## config.mk

```make
export PLATFORM = sky130hd
export DESIGN_NAME = inert_seq
export DESIGN_NICKNAME = d
export VERILOG_FILES = /design/src/rtl/inert_seq.sv
export SDC_FILE = /design/constraint.sdc
export NUM_CORES = 1
export LEC_CHECK = 0
export ABC_AREA = 1
export BUFFER_PORTS_ARGS = -buffer_cell sky130_fd_sc_hd__buf_2
export CAP_MARGIN = 0
export CORE_AREA = 2 2 121 123
export DETAILED_ROUTE_END_ITERATION = 10
export DIE_AREA = 0 0 123 125
export PLACE_DENSITY = 0.56
export SYNTH_ARGS = -nofsm -noshare
export SYNTH_HDL_FRONTEND = slang
export SYNTH_SLANG_ARGS = --single-unit
```

## constraint.sdc

```tcl
create_clock -name clk -period 2 [get_ports clk]
set_clock_uncertainty 0.05 [all_clocks]
set_input_delay 0.4 -clock clk [delete_from_list [all_inputs] [get_ports clk]]
set_output_delay 0.4 -clock clk [all_outputs]
set_load 0.03 [all_outputs]
```

## src/rtl/inert_seq.sv

```systemverilog
// IMU command sequencer: boot wait, config writes, INT-driven reads.
// INERT_FAST_SIM_EN shortens the boot wait to 512 clks for simulation.
module inert_seq #(
  parameter int BOOT_W = 16
) (
  input  logic        clk,
  input  logic        rst_n,
  input  logic        INT,
  input  logic        done,
  input  logic [15:0] rd_data,
  output logic        wrt,
  output logic [15:0] cmd,
  output logic [15:0] ptch_rt,
  output logic [15:0] AZ,
  output logic        vld,
  output logic        init_done
);

  typedef enum logic [2:0] {
    BOOT,
    CFG,
    CFG_WT,
    IDLE,
    RD,
    RD_WT
  } state_t;

  state_t state_q, state_d;

  logic [BOOT_W-1:0] timer_q, timer_d;
  logic [1:0]  idx_q, idx_d;
  logic        wrt_q, wrt_d;
  logic [15:0] cmd_q, cmd_d;
  logic [15:0] ptch_q, ptch_d;
  logic [15:0] az_q, az_d;
  logic        vld_q, vld_d;
  logic        init_q, init_d;
  logic        pend_q, pend_d;
  logic [7:0]  p_lo_q, p_lo_d;
  logic [7:0]  p_hi_q, p_hi_d;
  logic [7:0]  a_lo_q, a_lo_d;
  logic        int_ff1_q, int_ff2_q, int_ff3_q;

  logic        int_rise;
  logic        boot_end;
  logic        done_ok;
  logic        unused_hi;

  assign unused_hi = ^rd_data[15:8];
  assign int_rise  = int_ff2_q & ~int_ff3_q;
  // done still reflects the previous transfer in the wrt cycle
  assign done_ok   = done & ~wrt_q;

`ifdef INERT_FAST_SIM_EN
  assign boot_end = &timer_q[8:0];
`else
  assign boot_end = &timer_q;
`endif

  function automatic logic [15:0] cfg_cmd(input logic [1:0] i);
    logic [15:0] c;
    unique case (i)
      2'd0: c = 16'h0D02;
      2'd1: c = 16'h1053;
      2'd2: c = 16'h1150;
      2'd3: c = 16'h1460;
      default: c = 16'h0000;
    endcase
    return c;
  endfunction

  function automatic logic [15:0] rd_cmd(input logic [1:0] i);
    logic [15:0] c;
    unique case (i)
      2'd0: c = 16'hA200;
      2'd1: c = 16'hA300;
      2'd2: c = 16'hAC00;
      2'd3: c = 16'hAD00;
      default: c = 16'h0000;
    endcase
    return c;
  endfunction

  // INT synchronizer plus edge-detect stage
  always_ff @(posedge clk or negedge rst_n) begin
    if (!rst_n) begin
      int_ff1_q <= 1'b0;
      int_ff2_q <= 1'b0;
      int_ff3_q <= 1'b0;
    end else begin
      int_ff1_q <= INT;
      int_ff2_q <= int_ff1_q;
      int_ff3_q <= int_ff2_q;
    end
  end

  // sequencer state and datapath registers
  always_ff @(posedge clk or negedge rst_n) begin
    if (!rst_n) begin
      state_q <= BOOT;
      timer_q <= '0;
      idx_q   <= 2'd0;
      wrt_q   <= 1'b0;
      cmd_q   <= 16'h0000;
      ptch_q  <= 16'h0000;
      az_q    <= 16'h0000;
      vld_q   <= 1'b0;
      init_q  <= 1'b0;
      pend_q  <= 1'b0;
      p_lo_q  <= 8'h00;
      p_hi_q  <= 8'h00;
      a_lo_q  <= 8'h00;
    end else begin
      state_q <= state_d;
      timer_q <= timer_d;
      idx_q   <= idx_d;
      wrt_q   <= wrt_d;
      cmd_q   <= cmd_d;
      ptch_q  <= ptch_d;
      az_q    <= az_d;
      vld_q   <= vld_d;
      init_q  <= init_d;
      pend_q  <= pend_d;
      p_lo_q  <= p_lo_d;
      p_hi_q  <= p_hi_d;
      a_lo_q  <= a_lo_d;
    end
  end

  // next-state, command issue and byte assembly
  always_comb begin
    state_d = state_q;
    timer_d = timer_q;
    idx_d   = idx_q;
    wrt_d   = 1'b0;
    cmd_d   = cmd_q;
    ptch_d  = ptch_q;
    az_d    = az_q;
    vld_d   = 1'b0;
    init_d  = init_q;
    pend_d  = pend_q;
    p_lo_d  = p_lo_q;
    p_hi_d  = p_hi_q;
    a_lo_d  = a_lo_q;
    unique case (state_q)
      BOOT: begin
        timer_d = timer_q + 1'b1;
        if (boot_end) begin
          wrt_d   = 1'b1;
          cmd_d   = cfg_cmd(2'd0);
          idx_d   = 2'd0;
          state_d = CFG_WT;
        end
      end
      CFG: begin
        wrt_d   = 1'b1;
        cmd_d   = cfg_cmd(idx_q);
        state_d = CFG_WT;
      end
      CFG_WT: begin
        if (done_ok) begin
          if (idx_q == 2'd3) begin
            init_d  = 1'b1;
            state_d = IDLE;
          end else begin
            idx_d   = idx_q + 2'd1;
            state_d = CFG;
          end
        end
      end
      IDLE: begin
        if (pend_q | int_rise) begin
          // a fresh edge while pend drains re-arms pend
          pend_d  = pend_q & int_rise;
          idx_d   = 2'd0;
          state_d = RD;
        end
      end
      RD: begin
        if (int_rise) pend_d = 1'b1;
        wrt_d   = 1'b1;
        cmd_d   = rd_cmd(idx_q);
        state_d = RD_WT;
      end
      RD_WT: begin
        if (int_rise) pend_d = 1'b1;
        if (done_ok) begin
          unique case (1'b1)
            idx_q == 2'd0: p_lo_d = rd_data[7:0];
            idx_q == 2'd1: p_hi_d = rd_data[7:0];
            idx_q == 2'd2: a_lo_d = rd_data[7:0];
            idx_q == 2'd3: begin
              ptch_d = {p_hi_q, p_lo_q};
              az_d   = {rd_data[7:0], a_lo_q};
              vld_d  = 1'b1;
            end
            default: ;
          endcase
          if (idx_q == 2'd3) begin
            state_d = IDLE;
          end else begin
            idx_d   = idx_q + 2'd1;
            state_d = RD;
          end
        end
      end
      default: state_d = BOOT;
    endcase
  end

  assign wrt       = wrt_q;
  assign cmd       = cmd_q;
  assign ptch_rt   = ptch_q;
  assign AZ        = az_q;
  assign vld       = vld_q;
  assign init_done = init_q;

endmodule

```

Yosys cells after proc, flatten, opt, wreduce, memory -nomap -nowiden --
Index checks and enable logic that the tools add are counted.
Storage, ports and cells: register bits after elaboration 100, bits of input ports 20, output and inout bits 51, logic and storage cells 81
Operators by class: add/sub/neg operators 2, eq/ne operators 15, multiplexer cells 24, bitwise gates (word level) 6, reduce and logical (&&, ||, !) cells 18
Operators by type and width (count):
- $pmux W16 S4 | 2
- $pmux W16 S3 | 1
- $pmux W3 S6 | 1
- $reduce_and A3 Y1 | 6
- $add A16 B1 Y16 const B | 1
- $mux W16 | 1
- $reduce_and A16 Y1 | 1
- $mux W3 | 5
- $mux W2 | 5
- $ne A2 B2 Y1 const B | 5
- $eq A3 B2 Y1 const B | 2
- $eq A3 B3 Y1 const B | 2
- $mux W1 | 6
- $pmux W2 S3 | 1
- $reduce_bool A3 Y1 | 2
- $reduce_or A2 Y1 | 3
- $reduce_and A5 Y1 | 1
- $eq A2 B2 Y1 const B | 2
- $ne A2 B1 Y1 const B | 2
- $pmux W1 S2 | 2
- $reduce_and A4 Y1 | 1
- $and A1 B1 Y1 | 3
- $eq A3 B1 Y1 const B | 1
- $logic_not A3 Y1 | 1
- other kinds (7) | 8

Longest topological paths before layout --
depth in word-level cells 5, mapped depth 10, gate-level depth less buffers 10

Worst setup path after synthesis --
No wires, ideal clock.
kind register -> register, from register wrt_q, in the netlist wrt, to register ptch_q[10], in the netlist ptch_rt[10], setup time 0.130 ns, data arrival time 1.276 ns, required time 1.820 ns, setup slack 0.544 ns, stages on the path, launching flop included 9, path buffers 2, clock period less this slack 1.456 ns, path through dfrtp_1 inv_1 nand2_1 inv_2 nand3_2 buf_6 buf_6 nand2_1 o21ai_1
Between the ends: word-level cells in the longest chain between the ends 3
RTL lines:
- start: declaration | RTL line 32 | logic wrt_q, wrt_d;
- start signal: assignment | RTL line 117 | wrt_q <= wrt_d;
- $not A1 Y1 | RTL line 52 | assign done_ok = done & ~wrt_q;
- $and A1 B1 Y1 | RTL line 52
- $reduce_and A3 Y1 (no source line)
- end signal: assignment | RTL line 119 | ptch_q <= ptch_d;
- end: declaration | RTL line 34 | logic [15:0] ptch_q, ptch_d;
Every way passes these cells. A chain may end at the register's enable or synchronous reset.

Final worst setup path --
from register idx_q[0], to register p_lo_q[4]
Between the ends: word-level cells in the longest chain between the ends 2
RTL lines:
- start: declaration | RTL line 31 | logic [1:0] idx_q, idx_d;
- start signal: assignment | RTL line 116 | idx_q <= idx_d;
- $logic_not A2 Y1 | RTL line 189 | idx_q == 2'd0: p_lo_d = rd_data[7:0];
- $reduce_and A3 Y1 (no source line)
- end signal: assignment | RTL line 124 | p_lo_q <= p_lo_d;
- end: declaration | RTL line 39 | logic [7:0] p_lo_q, p_lo_d;
Every way passes these cells.

==> results.txt <==
* Largest net degree at the start of global routing: 53
- Max-cap violations in this run came to 0.
- Ports placed on the boundary: 71
- Number of buffers between clock root and the deepest sink: 2
- Power share of the clock group: 47.0%
- The detail route stage leaves a number of antenna-violating nets equal to 0.
- Unrepaired setup endpoints after global routing: false
- Wire length of the first global-routing pass: 14800 um
* Post-detailed-route DRC marker count: 0
- Number of buffers added to fix hold violations after cts: 1
* Smallest hold slack: 117 ps
- After synthesis, the largest family of logic cells by area is simple AND/OR/NAND/NOR gates.
- Final HPWL DP: roughly 6100 um
- Synthesis inferred 94 register bits.
- Critical Path Fanout Max: 16
- Total negative slack: 0 ps
* Commonest non-fill, non-tap cell in the layout: sky130_fd_sc_hd__nand2_1
* Die width: between 100 and 150 um
- Number of rows created at floorplan: between 40 and 50
- Clk Tree Root Cell: sky130_fd_sc_hd__clkbuf_16
- Number of global-route vias before repair: 3084
* Logic gate share of total power: under 10%
* Aggregate global-route resource usage: between 10 and 15%
- Type of element capturing the critical path: flip-flop
* Compound-Gate Fraction of Synth Area: approximately 9%
- Critical path start-end classification: flip-flop to flip-flop
* CP max stage cell: sky130_fd_sc_hd__dfrtp_1
- The synthesized netlist devotes between 2 and 3% of its cell area to XOR and XNOR gates.
- In this run the mean area of a mapped cell was about 9.0 sq um.
* Area share of fa/ha/maj cells after synthesis: 1.81%
- After layout, the minimum clock period comes to about 1600 ps.
* Sinks on the clock net: 94
- Class of the tightest hold or removal check: input port to flip-flop
- In this run, placement finished with an instance count of just under 700.
* Pwr/cell area: between 700 and 800 nW/um^2
- Summed over all layers, the routed wires come to slightly below 9000 um.
- Iteration-0 DRC count of the detailed router: ~230
- Top Usage Layer GRT: met2
- For this run, the number of Yosys warnings is 0.
- Buf+Inv Stages, Crit Path: 3
- Using the TritonRoute via totals, the vias-per-cell ratio works out to ~4.3.
- Floorplan core area: around 14000 sq um
- Global routing used 16.5% of the available met1 tracks.
* Post-Syn Area: about 4200 sq um
* Largest voltage drop on the vdd net: 0.391 mV
- In this run, post-CTS repair resized a total of 0 instances.
* Data arrival time of the worst path: around 1800 ps
- At the later pin of the worst-skew pair, clock insertion delay measures about 340 ps.
* Clk pin slew, worst setup/hold paths: roughly 70 ps
- Placer congestion estimate: 0.786
- Fraction of the yosys area taken by sequential cells: 56.6%
- Buffers inserted during clock tree synthesis total 9.
* Final Non-Filler Cells: 710
- Switching power as a share of total power: between 20% and 30%
- Mux contribution to synthesized area: 0%
* Antenna violations before repair: 0
- After layout, the worst path uses 81.0% of the clock period.
* Average wire per standard cell: roughly 12 um
- Number of instances in the synthesized netlist: between 400 and 500
- Antenna diode count: 0
- Once placement finished, the instance area stood at between 4000 and 5000 sq um.
* Cell internal pwr: approximately 0.0029 W
- Flop pwr share: between 50% and 60%
- Final setup violating endpoints: 0
- From bottom edge to top edge, the die measures ~130 um.
* Achievable clock frequency: between 0.6 and 0.7 GHz
- Ratio of cells with drive above 1 in the final layout: between 20% and 30%
- In the final design database the tool counted roughly 550 nets.
* Ordered cell list for the critical path: inv_1, ha_1, inv_1, nor3_4, buf_4, o21ai_0
- Number of failing hold endpoints at the final stage: 0
* Switching power summed over all nets: ~0.00082 W
- Sort of element at the start of the critical path: flip-flop
* Initial core utilization: a little under 30%
- The setup check on the worst reg-to-reg path leaves a slack of 380 ps.
- In this design, the stage delay of the slowest critical-path cell is roughly 450 ps.
- Data required time of the worst path: 2170 ps
* Vias after detailed routing: 3069
* Result of the run: finished, final reports clean
* GR met2 Demand/Resource: 18.9%
- In the layout the commonest cells are 136 x sky130_fd_sc_hd__nand2_1, 94 x sky130_fd_sc_hd__dfrtp_1, 57 x sky130_fd_sc_hd__buf_2.
- Die outline area: roughly 15000 sq um
- Syn-to-layout area delta: 19.2%
* Synth Area in Simple Gates: between 20% and 30%
- Standby leakage power: ~2.6 nW
- TritonCTS clock tree: done
- Total count of max-transition violations in the final report: 0
* Cell family with most CP delay: flip-flops
- Final design instance area without fill: around 4900 sq um
- Fill cells in the final layout number 1458.
- Buffers added on ports: 58
- Buffer count from post-CTS setup fixing: 0
* Area of the multi-input gates: 1460 sq um
- Number of different library cells in the post-synthesis netlist: 32
- Cells fill 34.8% of the core in the end.
* CP most frequent cell: sky130_fd_sc_hd__inv_1
- Footprint of the flip-flops and latches: 2350 sq um
* Number of levels the H-tree was split into: 3
- Pre-antenna DRT Iters: 4
* Remaining global-route overflow: 0
* GR Util met3: 3.28%
per-stage QoR:
| stage | total power [W] | setup WS [ps] |
|---|---|---|
| after CTS | 0.00382 | 366 |
| after detailed placement | 0.00203 | 334 |
| after global routing | 0.00389 | 195 |
| final | 0.00376 | 380 |
| after floorplan | 0.00196 | 544 |
| after global placement | 0.00203 | 374 |
cells by family after synthesis:
group | count (synthesis)
xor gates and xnor gates | 12
and+or+nand+nor | 203
adders and majority gates | 6
DFF | 94
buffers and inverters | 76
other | 1
AOI/OAI and AO/OA | 68
final cells by class:
type	instances	area share, %
Sequential cell	94	47.5
Multi-Input combinational cell	293	29.4
Timing Repair Buffer	64	7.63
Clock buffer	10	4.83
Tap cell	184	4.65
Inverter	59	4.55
Clock inverter	6	1.42
flip-flops by register name, summed over array words and instances (netlist names):
name / cells
cmd: 10
timer_q: 16
state_q: 3
int_ff3_q: 1
a_lo_q: 8
int_ff1_q: 1
p_lo_q: 8
ptch_rt: 16
idx_q: 2
p_hi_q: 8
pend_q: 1
vld: 1
init_done: 1
AZ: 16
wrt: 1
int_ff2_q: 1
power by group through the flow:
stage | clock (W) | sequential [W] | combinational, W
CTS | 0.00182 | 0.00190 | 0.0000939
finish | 0.00177 | 0.00190 | 0.0000891
detailed placement | 0 | 0.00194 | 0.0000922
global route | 0.00188 | 0.00190 | 0.000101
floorplan | 0 | 0.00194 | 0.0000212
global placement | 0 | 0.00194 | 0.0000900
synth_stat cells, drive strengths merged:
cell type	count	area, sq um
xnor2	3	26.3
clkbuf	1	3.75
conb	1	3.75
nand2	140	536
xor2	9	78.8
nor3	2	21.3
nor2	38	173
dfrtp	94	2350
nand3	21	145
a21oi	2	13.8
o21bai	1	7.51
inv	58	220
ha	6	75.1
o211ai	2	15.0
clkinv	1	5.00
a21boi	1	7.51
buf	16	128
o21ai	62	329
nand4	2	12.5
metal layers:
layer,routed length [um],share of wire [%],up-vias
li1,-,-,1546
met1,4210,48,1456
met2,3980,46,58
met3,413,4.7,9
met4,90,1.0,0
met5,0,0,-
path summary, 6_finish.rpt:
path,start,cells after the start,endpoint
max,idx_q[0],6,p_lo_q[4]
min,INT,1,int_ff1_q
max reg2reg,idx_q[0],6,p_lo_q[4]
min reg2reg,int_ff1_q,0,int_ff2_q
max in group asynchronous,rst_n,3,cmd[5]
min in group asynchronous,rst_n,3,AZ[7]
No activity file was read; power rests on OpenSTA's default activity.
